**src/rtl/store_buffer.sv**
```systemverilog
// Posted-write store buffer between the MEM stage and data memory.
// Stores queue in a small FIFO and drain whenever no load needs the shared address port.
module store_buffer #(
    parameter int DEPTH = 4,
    parameter int CMP_W = 10
) (
    input  logic                     clk,
    input  logic                     rst,
    input  logic                     st_valid,
    input  logic [31:0]              st_addr,
    input  logic [31:0]              st_data,
    input  logic [2:0]               st_ctrl,
    output logic                     st_ready,
    input  logic                     ld_valid,
    input  logic [31:0]              ld_addr,
    output logic                     ld_stall,
    output logic                     DMWr,
    output logic [31:0]              dm_addr,
    output logic [31:0]              dm_din,
    output logic [2:0]               dm_ctrl,
    output logic [$clog2(DEPTH):0]   count,
    output logic                     empty
);

    localparam int PTR_W = $clog2(DEPTH);
    localparam int CNT_W = PTR_W + 1;

    logic [31:0]      e_addr [DEPTH];
    logic [31:0]      e_data [DEPTH];
    logic [2:0]       e_ctrl [DEPTH];
    logic [DEPTH-1:0] e_valid;

    logic [PTR_W-1:0] rd_ptr;
    logic [PTR_W-1:0] wr_ptr;
    logic [CNT_W-1:0] cnt;

    logic hit;
    logic ld_go;
    logic drain;
    logic enq;

    // Word-granular overlap check against every buffered store; a store entering this cycle is not yet visible.
    always_comb begin
        hit = 1'b0;
        for (int i = 0; i < DEPTH; i++) begin
            if (e_valid[i] && (e_addr[i][CMP_W-1:2] == ld_addr[CMP_W-1:2])) begin
                hit = 1'b1;
            end
        end
    end

    assign ld_stall = !rst && ld_valid && hit;
    assign ld_go    = ld_valid && !ld_stall;
    assign drain    = !rst && !ld_go && (cnt != '0);
    assign st_ready = rst || (cnt < CNT_W'(DEPTH));
    assign enq      = st_valid && st_ready;
    assign count    = cnt;
    assign empty    = (cnt == '0);

    always_comb begin
        DMWr    = drain;
        dm_addr = ld_addr;
        dm_din  = '0;
        dm_ctrl = e_ctrl[rd_ptr];
        if (drain) begin
            dm_addr = e_addr[rd_ptr];
            dm_din  = e_data[rd_ptr];
        end
    end

    // Reset wins over enqueue and drain; entry payloads need no reset because e_valid gates them.
    always_ff @(posedge clk) begin
        if (rst) begin
            rd_ptr  <= '0;
            wr_ptr  <= '0;
            cnt     <= '0;
            e_valid <= '0;
        end else begin
            if (enq) begin
                e_addr[wr_ptr]  <= st_addr;
                e_data[wr_ptr]  <= st_data;
                e_ctrl[wr_ptr]  <= st_ctrl;
                e_valid[wr_ptr] <= 1'b1;
                wr_ptr          <= wr_ptr + PTR_W'(1);
            end
            if (drain) begin
                e_valid[rd_ptr] <= 1'b0;
                rd_ptr          <= rd_ptr + PTR_W'(1);
            end
            case ({enq, drain})
                2'b10:   cnt <= cnt + CNT_W'(1);
                2'b01:   cnt <= cnt - CNT_W'(1);
                default: cnt <= cnt;
            endcase
        end
    end

endmodule

```
**config.mk**
```make
export PLATFORM = sky130hd
export DESIGN_NAME = store_buffer
export DESIGN_NICKNAME = d
export VERILOG_FILES = /design/src/rtl/store_buffer.sv
export SDC_FILE = /design/constraint.sdc
export NUM_CORES = 1
export LEC_CHECK = 0
export ABC_AREA = 1
export BUFFER_PORTS_ARGS = -buffer_cell sky130_fd_sc_hd__buf_2
export CORE_MARGIN = 5
export CORE_UTILIZATION = 45
export CTS_CLUSTER_DIAMETER = 120
export DETAILED_ROUTE_END_ITERATION = 7
export PLACE_DENSITY = 0.65
export SLEW_MARGIN = 20
export SYNTH_ARGS = -nofsm -noshare
export SYNTH_HDL_FRONTEND = slang
export SYNTH_SLANG_ARGS = --single-unit
export TNS_END_PERCENT = 5
```
**constraint.sdc**
```tcl
create_clock -name clk -period 5.31 [get_ports clk]
set_input_delay 0.2655 -clock clk [delete_from_list [all_inputs] [get_ports clk]]
set_output_delay 0.2655 -clock clk [all_outputs]
set_load 0.1 [all_outputs]
```
## Word-level counts from Yosys, hierarchy flattened

Memory sizes are Yosys's and may differ from the RTL's. A register that Yosys moved wholly into a read port is not among the register bits.
Index checks and enable logic that the tools add are counted.

- Register bits: 11
- RAM bits: 268
- Word-level logic and storage cells: 67
- Memories kept: 3

- Add/subtract/negate cells: 4
- $lt $le $gt $ge: 5
- Equal/unequal tests: 6
- Mux-type cells: 23
- Bitwise logic cells: 3
- Reduce and logical (&&, ||, !) cells: 19

Memories:

| memory | words | bits a word | read ports | clocked after memory_dff | wr ports | RTL line | text |
|---|---|---|---|---|---|---|---|
| e_addr | 4 | 32 | 5 | 1 | 1 | 28 | `logic [31:0] e_addr [DEPTH];` |
| e_data | 4 | 32 | 1 | 1 | 1 | 29 | `logic [31:0] e_data [DEPTH];` |
| e_ctrl | 4 | 3 | 1 | 1 | 1 | 30 | `logic [2:0] e_ctrl [DEPTH];` |

Operators by type and width:

| operator | number |
|---|---|
| $mux W32 | 2 |
| $eq A8 B8 Y1 | 4 |
| $logic_and A1 B1 Y1 | 12 |
| $mux W2 | 6 |
| $mux W4 | 3 |
| $mux W1 | 9 |
| $lt A2 B3 Y1 const B | 2 |
| $pmux W3 S2 | 1 |
| $add A2 B1 Y2 const B | 2 |
| $and A4 B4 Y4 | 1 |
| $demux W1 S2 | 2 |
| $ge A2 B1 Y1 const B | 2 |
| $not A4 Y4 | 1 |
| $or A4 B4 Y4 | 1 |
| $add A3 B1 Y3 const B | 1 |
| $logic_not A1 Y1 | 3 |
| $logic_not A3 Y1 | 1 |
| $lt A3 B3 Y1 const B | 1 |
| $reduce_bool A3 Y1 | 1 |
| $sub A3 B1 Y3 const B | 1 |
| $eq A2 B1 Y1 const B | 1 |
| $eq A2 B2 Y1 const B | 1 |
| $reduce_bool A2 Y1 | 1 |
| $logic_or A1 B1 Y1 | 1 |

## Logic depth before layout (Yosys ltp)

- Depth after elaboration: 14
- Gate-level depth with buffers: 19
- Gate-level depth less buffers: 17

## Worst setup path after synthesis

OpenSTA, ideal clock, no wires.

- Kind: register to register
- From: register cnt[2] (netlist: count[2])
- To: memory e_addr[0][0] (enable)
- Arrival time: 4.812 ns
- Path slack: 0.006 ns
- Stages on the path, launching flop included: 6
- Period minus slack after synthesis: 5.304 ns
- Path through: dfxtp_1 > nand2_1 > nand2_1 > inv_1 > nand2_1 > nor2_1

- Word-level cells in the longest chain between the ends: 6

Ends and longest elaborated chain:

| what | RTL line | text |
|---|---|---|
| start, declared | 35 | `logic [CNT_W-1:0] cnt;` |
| start signal, assigned | 91 | `2'b10: cnt <= cnt + CNT_W'(1);` |
| start signal, assigned | 92 | `2'b01: cnt <= cnt - CNT_W'(1);` |
| start signal, assigned | 93 | `default: cnt <= cnt;` |
| $lt A3 B3 Y1 | 55 | `assign st_ready = rst \|\| (cnt < CNT_W'(DEPTH));` |
| $logic_or A1 B1 Y1 | 55 |  |
| via st_ready | 13 | `output logic st_ready,` |
| $logic_and A1 B1 Y1 | 56 | `assign enq = st_valid && st_ready;` |
| $mux W1 | 79 | `if (enq) begin` |
| $mux W1 | 73 | `if (rst) begin` |
| $mux W1 (not written as such) | 80 | `e_addr[wr_ptr] <= st_addr;` |
| end, declared | 28 |  |

The timed path passes the listed nets, and every way through them passes these cells.

==> flow_summary.yaml <==
status:
  status: "finished clean"
routing:
  wl_per_cell_um: 17.0
  totalWireLength_um: 27700
  drc: 0
  dr.first_iter.drc_count: 557
  dr_total_vias: 8315
  dr.pass1.iters: 6
  viasPerCell: 5.09
  ant_nets: 0
clocking:
  clock_latency_ns: 0.53
  cts_tree: "done"
  clockBufferDepth: 3
  cts.htree.levels: 1
  clock-root-buffer: "clkbuf_16"
  ctsResizeCount: 0
  clock_sink_count: 281
  cts_buffers: 28
  clkTransAtPathRegs_ns: 0.06
synthesis:
  yosysUniqueCellTypes: 27
  synth-edff-count: 268
  synthTopCellsByArea: "edfxtp_1 (68%), nor2_1 (6.8%), o21ai_0 (6.1%)"
  synthCells: 1046
  ys_top_cells_by_count: "edfxtp_1 (268), nor2_1 (214), nand2_1 (174), o21ai_0 (144), inv_1 (45)"
  yosys.area.top_type_share_pct: 68.2
  async_flop_share_pct: 0
  ys_seq_area_share_pct: 70.4
  synth_seq_cells: 281
  yosysWarnings: 0
  synth_area_sq_mm: 0.0118
  syn_area_per_cell_sq_um: 11.3
  synth_top_flop_cell: "edfxtp_1"
  syn_nets: 1159
  yosysTopAreaCell: "edfxtp_1"
  yosysMostFrequentCell: "edfxtp_1"
die:
  die_w_um: 172
  start_util_pct: 45.6
  die_area_sq_mm: 0.0296
  io_pins: 177
  fp.dieH_um: 172
  core_sq_mm: 0.0259
  rows: 59
grt:
  antenna_found_initial: 0
  gr-usage-all-layers_pct: 18.4
  grt_max_degree: 83
  grt_overflow: 0
  grt_pass1_vias: 8276
  grt_pass1_wl_um: 43300
timing:
  drv_slew: 0
  grt_setup_unrepaired: "false"
  period_share_pct: 66.9
  finalHoldViolations: 0
  period_needed_ns: 3.55
  max_freq_mhz: 281
  relSlewSlack_pct: 26.4
  tns_ns: 0
  fin_skew_ns: 0.00876
  hold-worst-slack_ns: 0.142
  setup_viol: 0
  worst_slew_pin_slew_ns: 1.10
setup_path:
  critPathMaxFanout: 73
  required_ns: 5.04
  crit_arrival_ns: 3.29
  crit_path_end: "dm_addr[29]"
  ff2ff_setup_slack_ns: 2.61
  critPathKind: "reg -> out"
  rr_endpoint: "count[2]"
  cp-end-kind: "output port"
  cp-start-kind: "flop"
  crit-reg2reg-launch: "e_addr[0][3]"
  worstRegToRegCells: 16
placement:
  placed_cell_area_sq_mm: 0.0130
  place_hpwl_um: 16000
  port_buffers: 176
  gp_congestion: 0.860
  dp.cells: 1514
power_and_ir_drop:
  pwr-share-comb_pct: 18.1
  intPower_uw: 3840
  p_sw_uw: 1600
  power_frac_seq_pct: 46.6
  powerDensity_mw_per_mm2: 374
  leakagePower_uw: 0.00560
  ir_drop_uv: 251
  swShare_pct: 29.4
  clockPowerShare_pct: 35.3
layout:
  antenna_cells: 0
  final_cell_area_sq_mm: 0.0146
  drive_above_1_share_pct: 20.7
  area_delta_synth_final_pct: 23.4
  nNetsFinal: 1389
  layout.cells.non_filler: 1632
flow_run:
  maxCapViolCount: 0
min_path:
  hp-class: "in -> reg"
[cells in the final DEF, fill, tap and decap left out, drive strengths merged]
cell type / instances
o22ai: 28
edfxtp: 268
inv: 54
nand3b: 1
fa: 1
ha: 9
buf: 188
clkinv: 12
nand2: 175
nand4: 2
dfxtp: 13
o21ai: 148
nor2: 216
clkbuf: 34
nor3: 1
a21oi: 59
nand3: 12
dlygate4sd3: 67
bufinv: 3
xnor2: 4
clkinvlp: 2
[metal layers]
| layer | track usage, % | up-vias | routed length, um |
|---|---|---|---|
| met1 | 25.0 | 3981 | 12100 |
| met5 | 0 | - | 0 |
| met3 | 2.70 | 44 | 1420 |
| met4 | 5.02 | 0 | 606 |
| li1 | - | 4082 | - |
| met2 | 31.2 | 208 | 13500 |
[power by group through the flow]
stage          Clock [uW]  Combinational [uW]  Sequential (uW)
2_1_floorplan           0                 725             2600
3_3_place_gp            0                 940             2580
3_5_place_dp            0                 949             2580
4_1_cts              1970                 991             2540
5_1_grt              2060                1050             2540
6_report             1920                 983             2540
[worst min path at each step]
stage | startpoint | endpoint | slack (ns) | cells after the start
final | st_valid | wr_ptr[1] | 0.14 | 3
after global routing | st_valid | wr_ptr[1] | 0.19 | 3
after global placement | count[0] | count[0] | 0.47 | 1
after CTS | st_valid | wr_ptr[1] | 0.11 | 3
after floorplan | st_addr[0] | e_addr[0][0] | 0.36 | 0
after detailed placement | count[0] | count[0] | 0.48 | 1
[area by class of cell]
class,count,area [sq um]
flip-flops and latches,281,8310
repair buffers,255,1670
multi-input cells,656,3060
clock buffers,34,744
fillers,2185,11300
clock inverters,17,158
inverters,54,205
well taps,335,419
[sequential cells by signal (all words and copies together), names as in the netlist, named ones only]
register  cells
wr_ptr        2
rd_ptr        2
e_ctrl       12
e_valid       4
count         3
e_data      128
e_addr      128
[critical path, stage by stage (launching register included)]
cell	delay, ns
dfxtp_4	0.54
inv_4	0.64
buf_4	0.61
o21ai_0	0.18
o22ai_1	0.18
nand2_1	0.08
nand2_1	0.07
buf_2	0.42
[cell families (layout without fill, tap and decap cells)]
logic type               Yosys count  count (layout)  share of synthesized area (%)
AO/OA/AOI/OAI                    235             235                           10.9
XOR/XNOR                           4               4                          0.297
flip-flops                       281             281                           70.4
adder cells (fa/ha/maj)           10              10                           1.12
AND/OR/NAND/NOR                  407             407                           13.3
buffers and inverters            109             360                           4.00
[repair_timing]
action / in CTS / in global routing
hold buffers: 67 / 0
setup buffers: 0 / 0
hold endpoints to repair: 268 / 0
setup endpoints to repair: 0 / 0
[per-stage QoR]
| stage | setup WS [ns] | utilization, % | power (uW) |
|---|---|---|---|
| final | 1.76 | 56.2 | 5440 |
| after global routing | 1.45 | 56.2 | 5650 |
| after CTS | 1.71 | 56.2 | 5500 |
| after detailed placement | 2.27 | 50.2 | 3530 |
| after global placement | 2.31 | 50.2 | 3520 |
| after floorplan | 0.00554 | - | 3320 |
No activity file was read; power rests on OpenSTA's default activity.
